File: src/rtl/memory_pkg.sv
// rtl/memory_pkg.sv - types, state encoding and op helpers for the EX->MEM memory stage.
package memory_pkg;

    typedef enum logic [3:0] {
        MEM_NONE, MEM_LB, MEM_LBU, MEM_LH, MEM_LHU, MEM_LW,
        MEM_SB, MEM_SH, MEM_SW, MEM_LWL, MEM_LWR, MEM_SWL, MEM_SWR
    } mem_op_t;

    typedef enum logic [1:0] {ST_IDLE, ST_REQ, ST_WAIT, ST_DONE} mem_state_t;

    localparam logic [1:0] SIZE_BYTE = 2'd0;
    localparam logic [1:0] SIZE_HALF = 2'd1;
    localparam logic [1:0] SIZE_WORD = 2'd2;

    typedef struct packed {
        logic [31:0] instr;
        logic [4:0]  writereg;
        logic [31:0] aluout;
        logic [31:0] writedata;
        logic [31:0] hi;
        logic [31:0] lo;
        logic [31:0] pcplus4;
        logic        in_delay_slot;
        mem_op_t     mem_op;
        logic        exception_instr;
        logic        exception_ri;
        logic        exception_ov;
        logic        exception_syscall;
        logic        exception_break;
        logic [31:0] badvaddr;
    } execute_data_t;

    typedef struct packed {
        logic [31:0] instr;
        logic [4:0]  writereg;
        logic [31:0] result;
        logic [31:0] hi;
        logic [31:0] lo;
        logic [31:0] pcplus4;
        logic        in_delay_slot;
        logic        exception_instr;
        logic        exception_ri;
        logic        exception_ov;
        logic        exception_syscall;
        logic        exception_break;
        logic        exception_adel;
        logic        exception_ades;
        logic [31:0] badvaddr;
    } memory_data_t;

    function automatic logic is_store(mem_op_t op);
        return op inside {MEM_SB, MEM_SH, MEM_SW, MEM_SWL, MEM_SWR};
    endfunction

    function automatic logic is_lwlr(mem_op_t op);
        return op inside {MEM_LWL, MEM_LWR, MEM_SWL, MEM_SWR};
    endfunction

    function automatic logic [1:0] op_size(mem_op_t op);
        case (op)
            MEM_LB, MEM_LBU, MEM_SB: return SIZE_BYTE;
            MEM_LH, MEM_LHU, MEM_SH: return SIZE_HALF;
            default:                 return SIZE_WORD;
        endcase
    endfunction

    // Unaligned LWL/LWR/SWL/SWR are word accesses by construction, never misaligned.
    function automatic logic misaligned(mem_op_t op, logic [1:0] a);
        case (op)
            MEM_LH, MEM_LHU, MEM_SH: return a[0];
            MEM_LW, MEM_SW:          return a != 2'b00;
            default:                 return 1'b0;
        endcase
    endfunction

endpackage

File: src/rtl/memory_stage_load_align.sv
// rtl/memory_stage_load_align.sv - load lane shift, extension and LWL/LWR merge (MEM_LWLR_EN).
module load_align
    import memory_pkg::*;
(
    input  mem_op_t     mem_op_i,
    input  logic [1:0]  addr_lo_i,
    input  logic [31:0] rdata_i,
    input  logic [31:0] rt_i,
    output logic [31:0] result_o
);

    logic [31:0] shifted;
    assign shifted = rdata_i >> {addr_lo_i, 3'b000};

    always_comb begin
        result_o = shifted;
        case (mem_op_i)
            MEM_LB:  result_o = {{24{shifted[7]}}, shifted[7:0]};
            MEM_LBU: result_o = {24'b0, shifted[7:0]};
            MEM_LH:  result_o = {{16{shifted[15]}}, shifted[15:0]};
            MEM_LHU: result_o = {16'b0, shifted[15:0]};
            MEM_LW:  result_o = rdata_i;
`ifdef MEM_LWLR_EN
            MEM_LWL: begin
                case (addr_lo_i)
                    2'd0:    result_o = {rdata_i[7:0],  rt_i[23:0]};
                    2'd1:    result_o = {rdata_i[15:0], rt_i[15:0]};
                    2'd2:    result_o = {rdata_i[23:0], rt_i[7:0]};
                    default: result_o = rdata_i;
                endcase
            end
            MEM_LWR: begin
                case (addr_lo_i)
                    2'd0:    result_o = rdata_i;
                    2'd1:    result_o = {rt_i[31:24], rdata_i[31:8]};
                    2'd2:    result_o = {rt_i[31:16], rdata_i[31:16]};
                    default: result_o = {rt_i[31:8],  rdata_i[31:24]};
                endcase
            end
`else
            // Unsupported partial-word loads never reach the bus; leave rt untouched.
            MEM_LWL, MEM_LWR: result_o = rt_i;
`endif
            default: result_o = shifted;
        endcase
    end

endmodule

File: src/rtl/memory_stage.sv
// rtl/memory_stage.sv - EX->MEM consumer: address-error detection, dbus handshake, load alignment; MEM_LWLR_EN adds LWL/LWR/SWL/SWR.
module memory_stage
    import memory_pkg::*;
#(
    parameter int ADDR_W = 32,
    parameter int DATA_W = 32
) (
    input  logic              clk,
    input  logic              resetn,
    input  logic              in_valid,
    output logic              in_ready,
    input  execute_data_t     in_data,
    input  logic              flush,
    output logic              dreq_valid,
    output logic [ADDR_W-1:0] dreq_addr,
    output logic [1:0]        dreq_size,
    output logic [3:0]        dreq_strobe,
    output logic [DATA_W-1:0] dreq_data,
    input  logic              dresp_addr_ok,
    input  logic              dresp_data_ok,
    input  logic [DATA_W-1:0] dresp_data,
    output logic              out_valid,
    input  logic              out_ready,
    output memory_data_t      out_data
);

    mem_state_t   state_q, state_d;
    mem_op_t      op_q, op_d;
    logic [31:0]  addr_q, addr_d;
    logic [31:0]  wdata_q, wdata_d;
    memory_data_t rec_q, rec_d;
    logic         flush_pending_q, flush_pending_d;

    memory_data_t accept_rec;
    mem_state_t   accept_state;
    logic [31:0]  rdata;
    logic [31:0]  load_result;
    logic [3:0]   strobe;
    logic [31:0]  store_data;
    logic         drain;

    assign rdata = 32'(dresp_data);
    assign drain = flush || flush_pending_q;

    load_align u_load_align (
        .mem_op_i  (op_q),
        .addr_lo_i (addr_q[1:0]),
        .rdata_i   (rdata),
        .rt_i      (wdata_q),
        .result_o  (load_result)
    );

    // Decide at acceptance whether the record needs the bus at all.
    always_comb begin
        accept_rec.instr             = in_data.instr;
        accept_rec.writereg          = in_data.writereg;
        accept_rec.result            = in_data.aluout;
        accept_rec.hi                = in_data.hi;
        accept_rec.lo                = in_data.lo;
        accept_rec.pcplus4           = in_data.pcplus4;
        accept_rec.in_delay_slot     = in_data.in_delay_slot;
        accept_rec.exception_instr   = in_data.exception_instr;
        accept_rec.exception_ri      = in_data.exception_ri;
        accept_rec.exception_ov      = in_data.exception_ov;
        accept_rec.exception_syscall = in_data.exception_syscall;
        accept_rec.exception_break   = in_data.exception_break;
        accept_rec.exception_adel    = 1'b0;
        accept_rec.exception_ades    = 1'b0;
        accept_rec.badvaddr          = in_data.badvaddr;
        accept_state                 = ST_REQ;
        if (in_data.exception_instr || in_data.exception_ri || in_data.exception_ov ||
            in_data.exception_syscall || in_data.exception_break) begin
            accept_state = ST_DONE;
        end
`ifndef MEM_LWLR_EN
        else if (is_lwlr(in_data.mem_op)) begin
            accept_rec.exception_ri = 1'b1;
            accept_state            = ST_DONE;
        end
`endif
        else if (misaligned(in_data.mem_op, in_data.aluout[1:0])) begin
            accept_rec.exception_ades = is_store(in_data.mem_op);
            accept_rec.exception_adel = !is_store(in_data.mem_op);
            accept_rec.badvaddr       = in_data.aluout;
            accept_state              = ST_DONE;
        end else if (in_data.mem_op == MEM_NONE) begin
            accept_state = ST_DONE;
        end
    end

    always_comb begin
        strobe     = 4'b0000;
        store_data = wdata_q;
        case (op_q)
            MEM_SB: begin
                strobe     = 4'b0001 << addr_q[1:0];
                store_data = {4{wdata_q[7:0]}};
            end
            MEM_SH: begin
                strobe     = 4'b0011 << addr_q[1:0];
                store_data = {2{wdata_q[15:0]}};
            end
            MEM_SW: strobe = 4'b1111;
`ifdef MEM_LWLR_EN
            MEM_SWL: begin
                strobe     = 4'b1111 >> (~addr_q[1:0]);
                store_data = wdata_q >> {~addr_q[1:0], 3'b000};
            end
            MEM_SWR: begin
                strobe     = 4'b1111 << addr_q[1:0];
                store_data = wdata_q << {addr_q[1:0], 3'b000};
            end
`endif
            default: strobe = 4'b0000;
        endcase
    end

    assign in_ready    = (state_q == ST_IDLE) && !flush;
    assign dreq_valid  = (state_q == ST_REQ);
    assign dreq_addr   = ADDR_W'(addr_q);
    assign dreq_size   = op_size(op_q);
    assign dreq_strobe = dreq_valid ? strobe : 4'b0000;
    assign dreq_data   = DATA_W'(store_data);
    assign out_valid   = (state_q == ST_DONE);
    assign out_data    = rec_q;

    always_comb begin
        state_d         = state_q;
        op_d            = op_q;
        addr_d          = addr_q;
        wdata_d         = wdata_q;
        rec_d           = rec_q;
        flush_pending_d = flush_pending_q;
        case (state_q)
            ST_IDLE: begin
                if (in_valid && !flush) begin
                    op_d    = in_data.mem_op;
                    addr_d  = in_data.aluout;
                    wdata_d = in_data.writedata;
                    rec_d   = accept_rec;
                    state_d = accept_state;
                end
            end
            ST_REQ, ST_WAIT: begin
                if (flush) flush_pending_d = 1'b1;
                // The bus cannot retract a request, so a flushed access still drains.
                if (state_q == ST_WAIT || dresp_addr_ok) begin
                    if (dresp_data_ok) begin
                        if (drain) begin
                            state_d         = ST_IDLE;
                            flush_pending_d = 1'b0;
                        end else begin
                            state_d = ST_DONE;
                            if (!is_store(op_q)) rec_d.result = load_result;
                        end
                    end else begin
                        state_d = ST_WAIT;
                    end
                end
            end
            ST_DONE: begin
                if (flush || out_ready) state_d = ST_IDLE;
            end
            default: state_d = ST_IDLE;
        endcase
    end

    always_ff @(posedge clk) begin
        if (!resetn) begin
            state_q         <= ST_IDLE;
            op_q            <= MEM_NONE;
            addr_q          <= '0;
            wdata_q         <= '0;
            rec_q           <= '0;
            flush_pending_q <= 1'b0;
        end else begin
            state_q         <= state_d;
            op_q            <= op_d;
            addr_q          <= addr_d;
            wdata_q         <= wdata_d;
            rec_q           <= rec_d;
            flush_pending_q <= flush_pending_d;
        end
    end

endmodule

File: config.mk
export PLATFORM = sky130hd
export DESIGN_NAME = memory_stage
export DESIGN_NICKNAME = d
export VERILOG_FILES = /design/src/rtl/memory_pkg.sv /design/src/rtl/memory_stage_load_align.sv /design/src/rtl/memory_stage.sv
export SDC_FILE = /design/constraint.sdc
export NUM_CORES = 1
export LEC_CHECK = 0
export CORE_AREA = 8 8 211 213
export CTS_BUF_LIST = sky130_fd_sc_hd__clkbuf_2
export DETAILED_ROUTE_END_ITERATION = 8
export DIE_AREA = 0 0 219 221
export HOLD_SLACK_MARGIN = 0.08
export SETUP_SLACK_MARGIN = 0.3
export SLEW_MARGIN = 20
export SYNTH_ARGS = -nofsm -noshare
export SYNTH_HDL_FRONTEND = slang
export SYNTH_SLANG_ARGS = --single-unit
File: constraint.sdc
create_clock -name clk -period 4.5 [get_ports clk]
set_input_delay 0.675 -clock clk [delete_from_list [all_inputs] [get_ports clk]]
set_output_delay 0.675 -clock clk [all_outputs]
set_load 0.01 [all_outputs]
==> flow_summary.ini, run 1 <==
[clocking]
clkTransAtPathRegs_ns = 0.10
root_buffer = clkbuf_2
cts_buffers = 80
htree_num_levels = 3
clk_latency_ns = 0.99
cts_buffer_depth = 3
post-cts-setup-buffers = 0
numClockSinks = 276
cts_tree = built

[logic_synthesis]
synth-edff-count = 0
ys_ff_latch = 276
synth_top_area_cell = dfxtp_1
seq_area_frac_synth = 0.438
syn_area_um2 = 12600
syn-instance-count = 1518
synth_top_cell_area_share = 0.438
synth_nets = 1801
synth_area_leaders = dfxtp_1 (44%), nand2_1 (13%), a21boi_0 (13%)
synth_cell_types = 58
synthFlopType = dfxtp_1
yosys_warnings = 0
async_reset_ff_frac = 0
syn_area_per_cell_um2 = 8.30

[pwr]
ir_drop_uv = 178
power.density_nw_per_um2 = 398
pwr-share-comb = 0.370
power.leakage_nw = 6.96
p_int_mw = 4.84
switching_share = 0.372
p_clk_frac = 0.240
pwr-share-seq = 0.390
power_switching_mw = 2.87

[die]
die_h_um = 221
die_x_um = 219
pin_count = 556
core_um2 = 41300
dieArea_um2 = 48400
num_rows = 75
initial_core_util = 0.305

[setup_path]
max_stage_delay_ns = 0.71
crit_family = buffers and inverters
r2r_slack_ns = 1.47
cp.arrival_ns = 3.29
cpMaxStageDelayCell = dfxtp_1
cp.required_ns = 3.83
worstSetupPathType = flip-flop to output port
critPathCaptureType = output port
critPathBufInv = 3
worst_setup_path_start_kind = flip-flop
path_max_fanout = 16
worstPathCellList = inv_1 > nor3_1 > buf_4 > a21oi_1 > o21ai_0 > and2_1 > clkdlybuf4s50_1

[global_route]
grt_max_degree = 110
grt_usage = 0.231
antenna_found_initial = 7
grt_pass1_vias = 13000
grt_pass1_wl_um = 85600
overflow = 0

[drt]
avgRoutedWirePerCell_um = 22.1
firstDrtPassIters = 7
ant_nets = 0
vias = 13300
via_per_inst = 5.02
drt_first_iter_violations = 1045
finalWirelength_um = 58700
route.detailed.drc = 0

[sta]
setup_viol = 0
grt_setup_unrepaired = false
fin_ws_ns = 0.536
hold_violations = 0
fin_tns_setup_ns = 0
worstMarginPinSlew_ns = 1.06
min_period_ns = 3.96
skew_ns = 0.0412
fmax_mhz = 252
period_share = 0.881
relSlewSlack = 0.290
drv_slew = 0

[place]
gp_congestion = 0.875
dp_hpwl_um = 44700
numPlacedInstances = 2499
preCtsSetupSlack_ns = 1.23
io_buffer_count = 555

[worst_hold_path]
hold_class = input pin to flip-flop

[finish]
ff_latch_area_um2 = 5530
post_route_cells_drive_above_1_share = 0.0842
nNetsFinal = 2340
area_growth_syn_to_layout_pct = 53.9
stdcell_count = 2655
fillCellCount = 4138
final_cell_mix = clkdlybuf4s50_1 (554), nand2_1 (444), dfxtp_1 (273)
multi_input_area_um2 = 6450
final_common_cell = clkdlybuf4s50_1

[flow_run]
maxCapViolCount = 0

[status]
status = complete, no violations
-- final timing paths --
kind | startpoint | endpoint | cells after the start
min reg2reg | out_data[32] | out_data[32] | 2
max | op_q[0] | dreq_strobe[2] | 7
min | in_data[148] | wdata_q[10] | 3
max reg2reg | op_q[0] | out_data[140] | 5
-- layer usage --
| layer | track usage | wire, um |
|---|---|---|
| met5 | 0 | 53 |
| met4 | 0.0887 | 1840 |
| met3 | 0.0914 | 6330 |
| met2 | 0.384 | 27500 |
| met1 | 0.263 | 23000 |
-- timing repair --
| action | 4_1_cts | 5_1_grt |
|---|---|---|
| endpoints found under the hold margin | 25 | 0 |
| hold buffers | 15 | 0 |
| setup endpoints to repair | 14 | 10 |
| gates resized for setup | 3 | 1 |
| gates cloned | 0 | 0 |
-- cells by family (layout without fill, tap and decap cells) --
family          count (synthesis)  after routing  share of synthesized area
flops                         276            276                      0.438
xor+xnor                        2              2                    0.00139
buf+inv                       153            748                     0.0521
fa+ha+maj                       5              5                    0.00496
mux                            74             74                     0.0606
other cells                     0              3                          0
compound gates                445            445                      0.254
simple gates                  563            563                      0.188
-- Yosys cell counts, types with 4 or more instances --
library cell and count:
nor2_1 31, and2_1 7, mux2i_1 65, nor2b_1 8, a21o_1 9, dfxtp_1 276
buf_2 17, and3_1 7, nand3_1 4, a211oi_1 6, o211ai_1 16, a21boi_0 210
nand2_1 446, a2bb2oi_1 7, a221oi_1 17, inv_1 13, ha_1 5, a221o_1 8
nor3_1 15, a21oi_1 51, clkbuf_1 104, a32oi_1 7, nor3b_1 19, nand2b_1 6
mux2_2 8, o21ai_0 70, a222oi_1 24, buf_1 5, buf_4 10
-- per-stage QoR --
stage / power, mW / hold WS (ns) / instance area, um^2 / util
after CTS: 7.84 / 0.0800 / 19400 / 0.470
after global placement: 5.88 / 0.441 / 18500 / 0.449
after detailed placement: 5.92 / 0.441 / 18500 / 0.449
after global routing: 8.21 / 0.135 / 19400 / 0.470
after floorplan: 4.39 / 0.455 / 12600 / -
final: 7.72 / 0.240 / 19400 / 0.470
-- final cells by class --
cell class / count / area share
antenna: 3 / 0.000387
clock inverter: 19 / 0.00523
timing repair buffer: 597 / 0.309
sequential: 276 / 0.285
tap: 539 / 0.0348
clock buffer: 119 / 0.0307
inverter: 13 / 0.00252
multi-input combinational: 1089 / 0.333
-- state kept, by name (all words and copies together), names as in the netlist --
register,cells
out_data,205
state_q,2
flush_pending_q,1
op_q,4
wdata_q,32
dreq_addr,32
-- worst register-to-register path, delay by kind of cell (launching register included) --
family           cells  cell delay, ns
AO/OA/AOI/OAI        3            1.23
XOR/XNOR             1            0.89
flip-flops           1            0.71
AND/OR/NAND/NOR      1            0.08
-- power groups by stage --
stage	registers (mW)	clock network, mW	logic [mW]
after floorplan	3.13	0	1.26
after global placement	3.06	0	2.82
after detailed placement	3.07	0	2.85
after CTS	3.01	1.95	2.88
after global routing	3.05	2.08	3.08
final	3.01	1.85	2.85
No activity file was read; power rests on OpenSTA's default activity.
==> run 2: changes to the inputs <==
==> constraint.sdc (replaced) <==
create_clock -name clk -period 4.5 [get_ports clk]
set_input_delay 0.675 -clock clk [delete_from_list [all_inputs] [get_ports clk]]
set_output_delay 0.675 -clock clk [all_outputs]
set_load 0.005 [all_outputs]
==> run 2 against run 1 <==
  * Total power shrank 0.60%
  * Die area is the same
  * Count of clock-buffer cells in the layout grew 1
  * Setup slack lost 0.018 ns
  * Final cell count shrank 0.45%
  * Cell area shrank 0.59%
  * Non-clock buffer count shrank 16
  * Clock skew grew 0.014 ns
  * Clock power grew 6%
==> flow_summary.ini, run 2 (synthesized netlist as in run 1, its figures left out) <==
[status]
status = complete, no violations

[clocking]
holdBufCountCts = 0
cts_buffers = 79
clk_latency_ns = 0.96
htree_num_levels = 3
cts_tree = built
cts_buffer_depth = 3
numClockSinks = 276
post-cts-setup-buffers = 0
root_buffer = clkbuf_2
clkTransAtPathRegs_ns = 0.10

[place]
gp_congestion = 0.834
numPlacedInstances = 2498
dp_hpwl_um = 44100
io_buffer_count = 555

[finish]
fillCellCount = 4066
area_growth_syn_to_layout_pct = 53.0
final_common_cell = clkdlybuf4s50_1
nNetsFinal = 2323
largest_reg_flops = 205
final_cell_mix = clkdlybuf4s50_1 (554), nand2_1 (444), dfxtp_1 (273)
post_route_cells_drive_above_1_share = 0.0861
stdcell_count = 2643

[drt]
avgRoutedWirePerCell_um = 22.1
ant_nets = 0
vias = 13200
via_per_inst = 4.99
drt_first_iter_violations = 886
finalWirelength_um = 58400
firstDrtPassIters = 8
route.detailed.drc = 0

[die]
die_h_um = 221
dieArea_um2 = 48400
pin_count = 556
core_um2 = 41300
die_x_um = 219
initial_core_util = 0.305
num_rows = 75

[pwr]
power.leakage_nw = 6.91
power_switching_mw = 2.77
pwr-share-seq = 0.391
p_int_mw = 4.90
pwr-share-comb = 0.354
ir_drop_uv = 185
p_clk_frac = 0.255
switching_share = 0.361
power.density_nw_per_um2 = 398
p_total_mw = 7.67

[sta]
grt_setup_unrepaired = false
drv_slew = 0
skew_ns = 0.0552
worstMarginPinSlew_ns = 0.908
hold_violations = 0
fin_tns_setup_ns = 0
fmax_mhz = 251
period_share = 0.885
relSlewSlack = 0.395
setup_viol = 0
holdWs_ns = 0.247
min_period_ns = 3.98

[setup_path]
cp.arrival_ns = 3.31
cp.required_ns = 3.83
worst_setup_path_start_kind = flip-flop
path_max_fanout = 23
worstSetupPathType = flip-flop to output port
critPathCaptureType = output port
worstRegToRegCells = 8
r2r_slack_ns = 1.54

[global_route]
grt_max_degree = 119
grt_usage = 0.230
grt_pass1_vias = 13100
antenna_found_initial = 7
grt_pass1_wl_um = 85900
overflow = 0

[worst_hold_path]
hold_class = input pin to flip-flop
holdPathStages = 3

[flow_run]
maxCapViolCount = 0
[run 2: changes by cell type in the layout (fill, tap and decap cells not counted)]
cell	previous run	this run
clkbuf_2	119	120
clkinv_4	0	1
xor2_2	0	1
dfxtp_2	3	2
dfxtp_4	0	1
inv_2	2	3
clkinv_2	3	2
clkinv_1	13	14
buf_12	6	5
bufinv_16	1	2
xor2_1	2	1
dlygate4sd3_1	15	0
[run 2: final cells by class]
| cell class | count | area, um^2 | share of cell area |
|---|---|---|---|
| timing repair buffer | 581 | 5810 | 0.302 |
| multi-input combinational | 1089 | 6460 | 0.335 |
| antenna | 3 | 7.51 | 0.000389 |
| tap | 539 | 674 | 0.0350 |
| clock inverter | 22 | 143 | 0.00740 |
| sequential | 276 | 5530 | 0.287 |
| inverter | 13 | 48.8 | 0.00253 |
| clock buffer | 120 | 601 | 0.0311 |
[run 2: power groups by stage]
stage                     combinational (mW)  sequential, mW  clock (mW)
final                                   2.72            3.00        1.96
after CTS                               2.75            3.00        2.05
after detailed placement                2.74            3.05           0
after global routing                    2.95            3.04        2.19
after floorplan                         1.24            3.02           0
after global placement                  2.70            3.04           0
[run 2: final timing paths]
check | startpoint | endpoint
worst min-delay path | in_data[231] | out_data[197]
worst max-delay path | op_q[1] | dreq_data[14]
worst max register to register | state_q[0] | out_data[139]
worst min register to register | out_data[32] | out_data[32]
[run 2: worst max-delay path: stages, from the launching register on]
cell and delay (ns):
dfxtp_1 0.32, buf_4 0.26, and2_1 0.21, nand2_2 0.18
nor2_1 0.20, buf_4 0.27, mux2_2 0.41, clkdlybuf4s50_1 0.47
[run 2: per-layer routing]
layer | track usage | part of all wire
met3 | 0.0973 | 0.11
met1 | 0.265 | 0.40
met2 | 0.384 | 0.47
met4 | 0.0635 | 0.022
met5 | 0 | 0.00079
[run 2: repair_timing]
item | CTS | global route
pin swaps | 0 | 1
setup endpoints to repair | 14 | 3
gates resized for setup | 3 | 2
[run 2: through the flow]
| stage | cell area [um^2] | util | setup slack, ns |
|---|---|---|---|
| 2_1_floorplan | 12600 | - | 2.16 |
| 3_3_place_gp | 18500 | 0.448 | 1.18 |
| 3_5_place_dp | 18500 | 0.448 | 1.20 |
| 4_1_cts | 19300 | 0.467 | 0.413 |
| 5_1_grt | 19300 | 0.467 | 0.298 |
| 6_report | 19300 | 0.467 | 0.518 |
